==> config.mk <==
export PLATFORM = sky130hd
export DESIGN_NAME = piso_shift_tx_flat
export DESIGN_NICKNAME = d
export VERILOG_FILES = /design/src/rtl/piso_pkg.sv /design/src/rtl/piso_shift_tx_if.sv /design/src/rtl/piso_bit_counter.sv /design/src/rtl/piso_shift_tx.sv /design/src/flat_wrapper.sv
export SDC_FILE = /design/constraint.sdc
export NUM_CORES = 1
export LEC_CHECK = 0
export ABC_AREA = 1
export BUFFER_PORTS_ARGS = -buffer_cell sky130_fd_sc_hd__buf_4
export CAP_MARGIN = 5
export CORE_MARGIN = 2
export CORE_UTILIZATION = 45
export CTS_BUF_LIST = sky130_fd_sc_hd__clkbuf_16
export CTS_CLUSTER_DIAMETER = 200
export DETAILED_ROUTE_END_ITERATION = 12
export GPL_ROUTABILITY_DRIVEN = 0
export GPL_TIMING_DRIVEN = 0
export PLACE_DENSITY = 0.74
export SLEW_MARGIN = 0
export SYNTH_ARGS = -nofsm -noshare
export SYNTH_HDL_FRONTEND = slang
export SYNTH_SLANG_ARGS = --single-unit
export TNS_END_PERCENT = 100
==> constraint.sdc <==
create_clock -name clock -period 2.66 [get_ports clock]
set_clock_uncertainty 0.05 [all_clocks]
set_input_delay 0.266 -clock clock [delete_from_list [all_inputs] [get_ports clock]]
set_output_delay 0.266 -clock clock [all_outputs]
set_load 0.05 [all_outputs]
==> src/rtl/piso_pkg.sv <==
// Shared types and constants for the parallel-in/serial-out transmitter.
// Holds the FSM state encoding, the default frame width and the counter-width helper.
package piso_pkg;

    localparam int PISO_DEFAULT_WIDTH = 8;

    typedef enum logic [1:0] {
        IDLE   = 2'd0,
        SHIFT  = 2'd1,
        PARITY = 2'd2
    } piso_state_e;

    // A 1-bit counter is still needed when WIDTH collapses $clog2 to zero.
    function automatic int piso_cnt_width(input int width);
        return (width > 1) ? $clog2(width) : 1;
    endfunction

endpackage

==> src/rtl/piso_shift_tx_if.sv <==
// Load handshake plus serial output bundle of piso_shift_tx.
// master = word producer / serial consumer, slave = the transmitter.
interface piso_shift_tx_if
    import piso_pkg::*;
#(
    parameter int WIDTH = PISO_DEFAULT_WIDTH
);
    logic             load_valid;
    logic             load_ready;
    logic [WIDTH-1:0] load_data;
    logic             sout;
    logic             sout_valid;
    logic             busy;
    logic             done;

    modport master (
        output load_valid,
        output load_data,
        input  load_ready,
        input  sout,
        input  sout_valid,
        input  busy,
        input  done
    );

    modport slave (
        input  load_valid,
        input  load_data,
        output load_ready,
        output sout,
        output sout_valid,
        output busy,
        output done
    );
endinterface

==> src/rtl/piso_bit_counter.sv <==
// Frame bit counter: counts 0..WIDTH-1 while enabled and wraps to 0 after the last bit.
// clear has priority over enable; last flags the final bit index combinationally.
module piso_bit_counter
    import piso_pkg::*;
#(
    parameter int WIDTH = PISO_DEFAULT_WIDTH,
    localparam int CW   = piso_cnt_width(WIDTH)
) (
    input  logic          clock,
    input  logic          reset,
    input  logic          enable,
    input  logic          clear,
    output logic [CW-1:0] count,
    output logic          last
);
    localparam logic [CW-1:0] LAST_IDX = CW'(WIDTH - 1);

    logic [CW-1:0] r_count;

    always_ff @(posedge clock or posedge reset) begin
        if (reset) begin
            r_count <= '0;
        end else if (clear) begin
            r_count <= '0;
        end else if (enable) begin
            r_count <= (r_count == LAST_IDX) ? '0 : r_count + 1'b1;
        end
    end

    assign count = r_count;
    assign last  = (r_count == LAST_IDX);

endmodule

==> src/rtl/piso_shift_tx.sv <==
// MSB-first serializer of WIDTH-bit words, first bit 1 cycle after accept; PISO_TX_PARITY_EN appends even parity.
// load_ready is high in IDLE and on the final frame cycle, so held load_valid streams frames back to back.
module piso_shift_tx
    import piso_pkg::*;
#(
    parameter int WIDTH = PISO_DEFAULT_WIDTH
) (
    input  logic              clock,
    input  logic              reset,
    piso_shift_tx_if.slave    bus
);
    localparam int            CW      = piso_cnt_width(WIDTH);
    localparam logic [CW-1:0] MSB_IDX = CW'(WIDTH - 1);

    piso_state_e      r_state;
    piso_state_e      w_next;
    logic [WIDTH-1:0] r_data;
    logic [CW-1:0]    w_count;
    logic [CW-1:0]    w_bit_idx;
    logic             w_last;
    logic             w_final;
    logic             w_ready;
    logic             w_accept;
    logic             w_sout;
    logic             w_sout_vld;

    piso_bit_counter #(
        .WIDTH (WIDTH)
    ) u_bit_counter (
        .clock  (clock),
        .reset  (reset),
        .enable (r_state == SHIFT),
        .clear  (r_state != SHIFT),
        .count  (w_count),
        .last   (w_last)
    );

    // The held word is never shifted; the counter picks the bit, MSB first.
    assign w_bit_idx = MSB_IDX - w_count;

`ifdef PISO_TX_PARITY_EN
    assign w_final = (r_state == PARITY);
`else
    assign w_final = (r_state == SHIFT) && w_last;
`endif

    assign w_ready  = (r_state == IDLE) || w_final;
    assign w_accept = bus.load_valid && w_ready;

    always_ff @(posedge clock or posedge reset) begin
        if (reset) begin
            r_state <= IDLE;
            r_data  <= '0;
        end else begin
            r_state <= w_next;
            if (w_accept) begin
                r_data <= bus.load_data;
            end
        end
    end

    always_comb begin
        w_next     = r_state;
        w_sout     = 1'b0;
        w_sout_vld = 1'b0;
        case (r_state)
            IDLE: begin
                if (w_accept) begin
                    w_next = SHIFT;
                end
            end
            SHIFT: begin
                w_sout_vld = 1'b1;
                w_sout     = r_data[w_bit_idx];
                if (w_last) begin
`ifdef PISO_TX_PARITY_EN
                    w_next = PARITY;
`else
                    w_next = w_accept ? SHIFT : IDLE;
`endif
                end
            end
`ifdef PISO_TX_PARITY_EN
            PARITY: begin
                w_sout_vld = 1'b1;
                w_sout     = ^r_data;
                w_next     = w_accept ? SHIFT : IDLE;
            end
`endif
            default: begin
                w_next = IDLE;
            end
        endcase
    end

    assign bus.load_ready = w_ready;
    assign bus.sout       = w_sout;
    assign bus.sout_valid = w_sout_vld;
    assign bus.busy       = w_sout_vld;
    assign bus.done       = w_final;

    a_done_in_frame: assert property (@(posedge clock) disable iff (reset)
        bus.done |-> (bus.busy && bus.sout_valid));

endmodule

==> src/flat_wrapper.sv <==
// flat-port wrapper written by rule: the top's interface ports become plain ports
module piso_shift_tx_flat import piso_pkg::*;
#(
    parameter int WIDTH = PISO_DEFAULT_WIDTH
)
  (clock, reset, bus_load_valid, bus_load_data, bus_load_ready, bus_sout, bus_sout_valid, bus_busy, bus_done);
  piso_shift_tx_if #(.WIDTH(WIDTH)) bus_i ();
  input  logic clock;
  input  logic reset;
  input wire logic [$bits(bus_i.load_valid)-1:0] bus_load_valid;
  input wire logic [$bits(bus_i.load_data)-1:0] bus_load_data;
  output wire logic [$bits(bus_i.load_ready)-1:0] bus_load_ready;
  output wire logic [$bits(bus_i.sout)-1:0] bus_sout;
  output wire logic [$bits(bus_i.sout_valid)-1:0] bus_sout_valid;
  output wire logic [$bits(bus_i.busy)-1:0] bus_busy;
  output wire logic [$bits(bus_i.done)-1:0] bus_done;
  assign bus_i.load_valid = bus_load_valid;
  assign bus_i.load_data = bus_load_data;
  assign bus_load_ready = bus_i.load_ready;
  assign bus_sout = bus_i.sout;
  assign bus_sout_valid = bus_i.sout_valid;
  assign bus_busy = bus_i.busy;
  assign bus_done = bus_i.done;
  piso_shift_tx #(.WIDTH(WIDTH)) u_core (.clock(clock), .reset(reset), .bus(bus_i));
endmodule
==> results of run 1 <==
## Yosys cell counts
master,count
sky130_fd_sc_hd__inv_1,15
sky130_fd_sc_hd__nor2_2,1
sky130_fd_sc_hd__buf_4,1
sky130_fd_sc_hd__a21oi_1,7
sky130_fd_sc_hd__nand2_4,1
sky130_fd_sc_hd__nand2_8,1
sky130_fd_sc_hd__nand2_1,14
sky130_fd_sc_hd__nand3_1,5
sky130_fd_sc_hd__nor2_1,10
sky130_fd_sc_hd__buf_12,1
sky130_fd_sc_hd__a21oi_2,1
sky130_fd_sc_hd__dfrtp_1,12
sky130_fd_sc_hd__ha_1,2
## power breakdown
group | switching (uW) | leakage (uW) | internal, uW
combinational | 355 | 0.000285 | 197
clock | 70.6 | 0.0000385 | 197
sequential | 58.5 | 0.000134 | 270
## how the worst min path moves through the flow
| stage | start | to | slack [ns] | cells after the start |
|---|---|---|---|---|
| after floorplan | reset | u_core.r_data[0] | 0.08 | 1 |
| after global placement | reset | u_core.r_data[3] | 0.25 | 2 |
| after detailed placement | reset | u_core.r_data[1] | 0.26 | 2 |
| after CTS | reset | u_core.r_data[3] | 0.007 | 2 |
| after global routing | reset | u_core.r_data[3] | 0.03 | 2 |
| final | reset | u_core.r_data[3] | -0.007 | 2 |
## cells by family after synthesis
family | share of synthesized area, %
buffers and inverters | 13.8
and+or+nand+nor | 25.2
AOI/OAI and AO/OA | 7.23
DFF | 49.6
adders and majority gates | 4.13
## flip-flops by register name, summed over array words and instances (netlist names)
signal,flops
u_core.u_bit_counter.count,3
u_core.r_state,1
u_core.r_data,8
## through the flow
| step | hold slack, ns | instances | utilization, % |
|---|---|---|---|
| 2_1_floorplan | 0.0807 | 71 | - |
| 3_3_place_gp | 0.249 | 101 | 57.4 |
| 3_5_place_dp | 0.256 | 101 | 57.4 |
| 4_1_cts | 0.00655 | 105 | 63.5 |
| 5_1_grt | 0.0271 | 105 | 63.5 |
| 6_report | -0.00661 | 105 | 63.5 |
## cell type report
cell class | count | area share [%]
multi-input cells | 42 | 27.1
flip-flops and latches | 12 | 36.8
repair buffers | 15 | 13.8
inverters | 15 | 6.90
clock inverters | 1 | 0.460
clock buffers | 3 | 9.20
well taps | 15 | 2.30
plain buffers | 2 | 3.37
## metal layers
metal  track usage (%)  vias to the layer above  part of all wire [%]
li1                  -                      253                     -
met1              22.8                      224                    41
met2              28.6                       18                    51
met3              4.89                        0                   7.8
met4              7.50                        0                     0
met5                 0                        -                     0
==> results.md, run 1 <==
| Stage | Quantity | Value |
| --- | --- | --- |
| route | Post-DR wirelength/cell | 10.6 um |
| critical path | Buffers plus inverters on the worst setup path | 2 |
| route | Wire length reported by the detailed router | 1120 um |
| clock network | Cell at the root of the clock tree | sky130_fd_sc_hd__clkbuf_16 |
| critical path | Start of the worst register-to-register path | u_core.u_bit_counter.count[0] |
| timing | Final setup violation count | 0 |
| finish | Register area | 300 um^2 |
| critical path | Critical Path Stages | 5 |
| synth | Post-synthesis register bit count | 12 |
| power and ir drop | Pwr per Cell Area | 1410 nW/um^2 |
| critical path | R2R setup slack | 1.11 ns |
| clock network | Maximum number of buffers from clock root to sink | 2 |
| global routing | Total overflow reported by the global router | 0 |
| run status | Outcome | finished with violations |
| global routing | Number of global-route vias before repair | 463 |
| critical path | Worst endpoint required time | 2.34 ns |
| critical path | Master of the slowest instance on the critical path | sky130_fd_sc_hd__dfrtp_1 |
| finish | Inserted Diodes | 0 |
| critical path | Crit path top cell by count | sky130_fd_sc_hd__ha_1 |
| die | Core region area | 1280 um^2 |
| clock network | H-tree lvl count | 1 |
| route | DRT iter0 DRCs | 9 |
| synth | Number of warning messages in the yosys log | 0 |
| critical path | Worst setup path endpoint | bus_load_ready |
| critical path | Critical Path End Type | output port |
| critical path | Category of the worst setup path launch point | register |
| finish | Fill cells | 106 |
| clock network | Hold_buf cts | 0 |
| global routing | Global-route wire length before repair | 1920 um |
| clock network | Number of resized instances in the post-cts repair step | 0 |
| timing | Final number of max-transition violations | 0 |
| critical path | Capture instance of the worst register-to-register path | u_core.r_data[1] |
| power and ir drop | Final Power | 1150 uW |
| placed design | Sum of net half-perimeters after detailed placement | 817 um |
| synth | Syn avg cell area | 8.53 um^2 |
| die | Io pins | 16 |
| finish | Area of all placed cells without fillers | 816 um^2 |
| timing | Period minus WS final | 1.83 ns |
| critical path | Arrival @ worst endpoint | 1.51 ns |
| timing | Transition time at the pin with the least slew margin | 0.457 ns |
| synth | Sequential area share after synthesis | 49.6% |
| timing | Minimum hold slack | -0.00661 ns |
| placed design | Worst setup slack after placement | 1.09 ns |
| placed design | Placed inst area | 737 um^2 |
| timing | Achievable clock frequency | 548 MHz |
| route | Post-DR vias/cell | 4.71 |
| timing | Worst Slack Setup Final | 0.835 ns |
| die | Die boundary width | 40.7 um |
| finish | Final Net Count | 104 |
| timing | Count of final hold-check violations | 12 |
| clock network | Worst skew pair latency | 0.23 ns |
| route | Number of vias in the routed layout | 495 |
| die | Number of rows created at floorplan | 13 |
| synth | Count of distinct cell types in the synthesized netlist | 13 |
| critical path | Delay contributed by the slowest stage of the critical path | 0.44 ns |
| clock network | Clk sink count | 12 |
| synth | Post-synth top area share | 49.6% |
| synth | Cell type contributing the most total cell area after synthesis | sky130_fd_sc_hd__dfrtp_1 |
| die | Die H | 40.7 um |
| route | Detail Route Antenna Nets | 0 |
| power and ir drop | Leak | 0.000457 uW |
| placed design | Port buffer count | 15 |
| route | Number of DRC violations after detailed routing | 0 |
| critical path | Kind of cell adding the most delay to the critical path | adder cells |
| synth | Ranking of synthesized cells by area | sky130_fd_sc_hd__dfrtp_1, sky130_fd_sc_hd__inv_1, sky130_fd_sc_hd__nand2_1 |
| run status | Violated checks | negative hold slack |
| die | Initial Utilization | 47.1% |
| global routing | Largest net degree at the start of global routing | 13 |
| power and ir drop | Worst IR drop on VDD | 0.669 mV |
| timing | Setup repair after global routing missed its margin | false |
| global routing | Initial antenna violation count | 0 |
| critical path | Maximum fanout along the worst path | 7 |
| clock network | Clock tree from TritonCTS | done |
| timing | Total Neg Setup Slack | 0 ns |
| critical path | Cells along the critical path | ha_1 > ha_1 > inv_1 > nand2_4 > buf_4 |
| finish | Layout area overhead | 34.7% |
| synth | Mapped Area | 606 um^2 |
| synth | Post-Synthesis Net Count | 84 |
| critical path | Worst setup path startpoint | u_core.u_bit_counter.count[0] |
| run | Max Cap Violations | 0 |
| route | Pre-Repair DR Iteration Count | 6 |
| clock network | Clock Pin Slew Worst Setup and Hold Paths | 0.04 ns |
| clock network | Post-CTS setup buffers | 0 |
| finish | Area used by multi-input combinational logic | 221 um^2 |
| finish | Most common cell after layout, fill and taps aside | sky130_fd_sc_hd__buf_4 |
| timing | Crit share post-route | 68.6% |
| global routing | Global routing usage summed across all routing layers | 18.0% |
| timing | Max-slew headroom | 69.5% |
| synth | Number of cells produced by synthesis | 71 |
| critical path | Depth of the worst register-to-register path | 8 |
| finish | Top library cells by usage in the layout, fill and taps aside | sky130_fd_sc_hd__buf_4, sky130_fd_sc_hd__inv_1, sky130_fd_sc_hd__nand2_1, sky130_fd_sc_hd__dfrtp_1, sky130_fd_sc_hd__nor2_1 |
| hold path | Kind of path behind the tightest hold check | input port to async pin |
| die | DIE AREA | 1660 um^2 |
| finish | Share of cells above drive strength 1 | 26.7% |
| clock network | Number of buffers created by CTS | 3 |
| critical path | Crit Path Class | register to output port |
No activity file was read; power rests on OpenSTA's default activity.
==> run 2, diff against run 1 <==
--- a/config.mk
+++ b/config.mk
@@ -5,17 +5,17 @@
 export SDC_FILE = /design/constraint.sdc
 export NUM_CORES = 1
 export LEC_CHECK = 0
-export ABC_AREA = 1
+export ABC_AREA = 0
 export BUFFER_PORTS_ARGS = -buffer_cell sky130_fd_sc_hd__buf_4
 export CAP_MARGIN = 5
-export CORE_MARGIN = 2
-export CORE_UTILIZATION = 45
+export CORE_AREA = 2 2 39 41
 export CTS_BUF_LIST = sky130_fd_sc_hd__clkbuf_16
 export CTS_CLUSTER_DIAMETER = 200
 export DETAILED_ROUTE_END_ITERATION = 12
+export DIE_AREA = 0 0 41 43
 export GPL_ROUTABILITY_DRIVEN = 0
 export GPL_TIMING_DRIVEN = 0
-export PLACE_DENSITY = 0.74
+export PLACE_DENSITY = 0.72
 export SLEW_MARGIN = 0
 export SYNTH_ARGS = -nofsm -noshare
 export SYNTH_HDL_FRONTEND = slang
==> constraint.sdc (replaced) <==
create_clock -name clock -period 1.65 [get_ports clock]
set_clock_uncertainty 0.05 [all_clocks]
set_input_delay 0.165 -clock clock [delete_from_list [all_inputs] [get_ports clock]]
set_output_delay 0.165 -clock clock [all_outputs]
set_load 0.05 [all_outputs]
==> run 2 against run 1 <==
Effect of this change: the run ends with negative setup slack left; cell count is 24% lower; sequential power rose by 73%; core utilization is 2.9 points higher; flip-flop and latch count did not move; largest power group unchanged.
==> results.md, run 2 <==
| Stage | Quantity | Value |
| --- | --- | --- |
| critical path | Arrival @ worst endpoint | 1.47 ns |
| synth | Post-synth top area share | 55.4% |
| timing | Period minus WS final | 1.69 ns |
| route | Detail Route Antenna Nets | 0 |
| synth | Number of cells produced by synthesis | 38 |
| timing | Transition time at the pin with the least slew margin | 0.458 ns |
| synth | Count of distinct cell types in the synthesized netlist | 14 |
| critical path | Category of the worst setup path launch point | register |
| power and ir drop | Worst IR drop on VDD | 1.08 mV |
| timing | Final number of max-transition violations | 0 |
| run | Max Cap Violations | 0 |
| finish | Register with the highest flop count | u_core.r_data |
| run status | Outcome | finished with violations |
| die | Die boundary width | 41 um |
| route | Post-DR wirelength/cell | 13.8 um |
| die | Core region area | 1380 um^2 |
| timing | Count of final hold-check violations | 0 |
| clock network | Number of buffers created by CTS | 3 |
| power and ir drop | Fraction of power spent switching nets | 36.3% |
| global routing | Global routing usage summed across all routing layers | 16.0% |
| critical path | Kind of cell adding the most delay to the critical path | multiplexers |
| power and ir drop | Switching power total | 800 uW |
| route | Pre-Repair DR Iteration Count | 2 |
| finish | Share of cells above drive strength 1 | 68.8% |
| clock network | H-tree lvl count | 1 |
| finish | Final standard cell utilization of the core | 66.4% |
| route | Number of DRC violations after detailed routing | 0 |
| critical path | Maximum fanout along the worst path | 2 |
| global routing | Met1 track demand over resource in global routing | 20.0% |
| timing | Setup repair after global routing missed its margin | true |
| global routing | GR Util met2 | 25.0% |
| finish | Register area | 303 um^2 |
| power and ir drop | Final Power | 2210 uW |
| synth | Top cells by instance count after synthesis | sky130_fd_sc_hd__dfrtp_1, sky130_fd_sc_hd__mux2_2, sky130_fd_sc_hd__and2_1 |
| critical path | Buffers plus inverters on the worst setup path | 1 |
| route | Wire length reported by the detailed router | 1100 um |
| placed design | Port buffer count | 15 |
| run status | Violated checks | negative setup slack |
| timing | Final setup violation count | 1 |
| die | Number of rows created at floorplan | 14 |
| die | Io pins | 16 |
| timing | Worst Slack Setup Final | -0.0397 ns |
| power and ir drop | Internal Pwr Total | 1410 uW |
| critical path | Worst endpoint required time | 1.43 ns |
| timing | Max-slew headroom | 69.4% |
| critical path | R2R setup slack | 0.02 ns |
| synth | Sequential area share after synthesis | 55.4% |
| route | Number of vias in the routed layout | 388 |
| clock network | Clk sink count | 12 |
| finish | Inserted Diodes | 0 |
| synth | Top-count cell post-synth | sky130_fd_sc_hd__dfrtp_1 |
| finish | Fill cells | 108 |
| critical path | Delay contributed by the slowest stage of the critical path | 0.53 ns |
| global routing | Grt met3 use | 3.14% |
| die | Initial Utilization | 39.2% |
| global routing | Total overflow reported by the global router | 0 |
| clock network | Worst skew pair latency | 0.24 ns |
| clock network | Maximum number of buffers from clock root to sink | 2 |
| finish | Area used by multi-input combinational logic | 315 um^2 |
| power and ir drop | Combinational fraction of design power | 54.3% |
| clock network | Clock Pin Slew Worst Setup and Hold Paths | 0.04 ns |
| timing | Achievable clock frequency | 592 MHz |
| synth | Async set-or-reset flop fraction in the synthesized netlist | 100% |
| global routing | Number of global-route vias before repair | 429 |
| synth | Mapped Area | 542 um^2 |
| route | DRT iter0 DRCs | 4 |
| clock network | Clock tree from TritonCTS | done |
| die | Die H | 43 um |
| global routing | Global-route wire length before repair | 1860 um |
| synth | Cell type contributing the most total cell area after synthesis | sky130_fd_sc_hd__dfrtp_1 |
| critical path | Crit Path Class | register to output port |
| global routing | Global route hottest layer | met2 |
| finish | Top library cells by usage in the layout, fill and taps aside | sky130_fd_sc_hd__buf_4, sky130_fd_sc_hd__dfrtp_1, sky130_fd_sc_hd__mux2_4 |
| die | DIE AREA | 1760 um^2 |
| clock network | Cell at the root of the clock tree | sky130_fd_sc_hd__clkbuf_16 |
| finish | Most common cell after layout, fill and taps aside | sky130_fd_sc_hd__buf_4 |
| critical path | Critical Path End Type | output port |
| synth | Syn avg cell area | 14.3 um^2 |
| critical path | Cells along the critical path | mux4_2 > nor2_4 > a311oi_4 > buf_6 |
| power and ir drop | Pwr per Cell Area | 2400 nW/um^2 |
| timing | Crit share post-route | 102% |
| global routing | Largest net degree at the start of global routing | 13 |
| hold path | Kind of path behind the tightest hold check | input port to register |
| synth | Number of synthesized flops with an enable pin | 0 |
| finish | Final Net Count | 78 |
| synth | Number of warning messages in the yosys log | 0 |
| finish | Layout area overhead | 69.5% |
| power and ir drop | Share of total power in the clock network | 20.0% |
| route | Post-DR vias/cell | 4.85 |
| synth | Leading register cell type out of synthesis | sky130_fd_sc_hd__dfrtp_1 |
| power and ir drop | Leak | 0.000445 uW |
| power and ir drop | Portion of total power attributed to sequential cells | 25.8% |
| finish | Max reg flops | 8 |
| synth | Post-synthesis register bit count | 12 |
| global routing | Initial antenna violation count | 0 |
| synth | Post-Synthesis Net Count | 51 |
| synth | Ranking of synthesized cells by area | sky130_fd_sc_hd__dfrtp_1, sky130_fd_sc_hd__mux2_2, sky130_fd_sc_hd__mux4_1 |
| critical path | Master of the slowest instance on the critical path | sky130_fd_sc_hd__mux4_2 |
-- run 2: cell types whose count changed in the layout (fill, tap and decap cells not counted), sizes merged, moves of 2 or more --
cell and change:
nand2 -15, inv -12, mux2 +9, nor2 -9
a21oi -8, buf +5, nand3 -5, and2 +3
nand2b +2
-- run 2: cell families after synthesis --
logic type / Yosys count / synth area share [%]
DFF: 12 / 55.4
adders and majority gates: 2 / 4.62
muxes: 11 / 25.4
buffers and inverters: 3 / 2.77
AOI/OAI and AO/OA: 2 / 3.00
and+or+nand+nor: 8 / 8.78
-- run 2: final timing paths --
kind	to	depth (start not counted)	from
setup / recovery	bus_sout	4	u_core.u_bit_counter.count[1]
hold / removal	u_core.r_data[7]	2	bus_load_data[7]
setup reg to reg	u_core.r_data[4]	6	u_core.u_bit_counter.count[1]
hold reg to reg	u_core.r_data[3]	1	u_core.r_data[3]
max in group asynchronous	u_core.r_state[0]	3	reset
min in group asynchronous	u_core.r_data[5]	3	reset
-- run 2: what timing repair did --
item | 4_1_cts | 5_1_grt
buffers inserted | 3 | 3
pin swaps | 3 | 2
hold endpoints to repair | 12 | 0
hold buffers | 1 | 0
gates resized for setup | 18 | 3
endpoints found under the setup margin | 2 | 11
-- run 2: power groups by stage --
stage	combinational [uW]	sequential (uW)	clock, uW
2_1_floorplan	651	555	0
3_3_place_gp	823	559	0
3_5_place_dp	849	567	0
4_1_cts	1140	567	446
5_1_grt	1280	590	463
6_report	1200	568	441
-- run 2: layer usage --
| layer | part of all wire (%) | vias up |
|---|---|---|
| met1 | 44 | 186 |
| met3 | 4.4 | 2 |
| met2 | 50 | 12 |
| li1 | - | 188 |
| met5 | 0 | - |
| met4 | 1.7 | 0 |
-- run 2: stage by stage --
| stage | hold WS (ns) | instances | setup TNS (ns) | setup slack, ns | instance area (um^2) |
|---|---|---|---|---|---|
| finish | 0.109 | 80 | -0.0397 | -0.0397 | 918 |
| global route | 0.110 | 80 | -0.386 | -0.0857 | 918 |
| CTS | 0.108 | 77 | -0.197 | -0.0661 | 885 |
| detailed placement | 0.162 | 69 | -0.0327 | -0.0327 | 706 |
| global placement | 0.145 | 69 | 0 | 0.00416 | 706 |
| floorplan | -0.0204 | 38 | 0 | 0.00110 | 573 |
-- run 2: cell type report --
cell class / instances / area share, %
Multi-Input combinational cell: 23 / 34.3
Inverter: 2 / 0.817
Clock buffer: 3 / 8.17
Timing Repair Buffer: 22 / 20.3
Buffer: 1 / 0.817
Tap cell: 16 / 2.18
Clock inverter: 1 / 0.409
Sequential cell: 12 / 33.0
-- run 2: worst reg2reg max path: stages (launching register included) --
cell and delay, ns:
sky130_fd_sc_hd__dfrtp_2 0.41, sky130_fd_sc_hd__buf_6 0.12, sky130_fd_sc_hd__ha_2 0.15, sky130_fd_sc_hd__ha_2 0.17, sky130_fd_sc_hd__nand2b_4 0.17, sky130_fd_sc_hd__nand2_8 0.12, sky130_fd_sc_hd__mux2_4 0.31
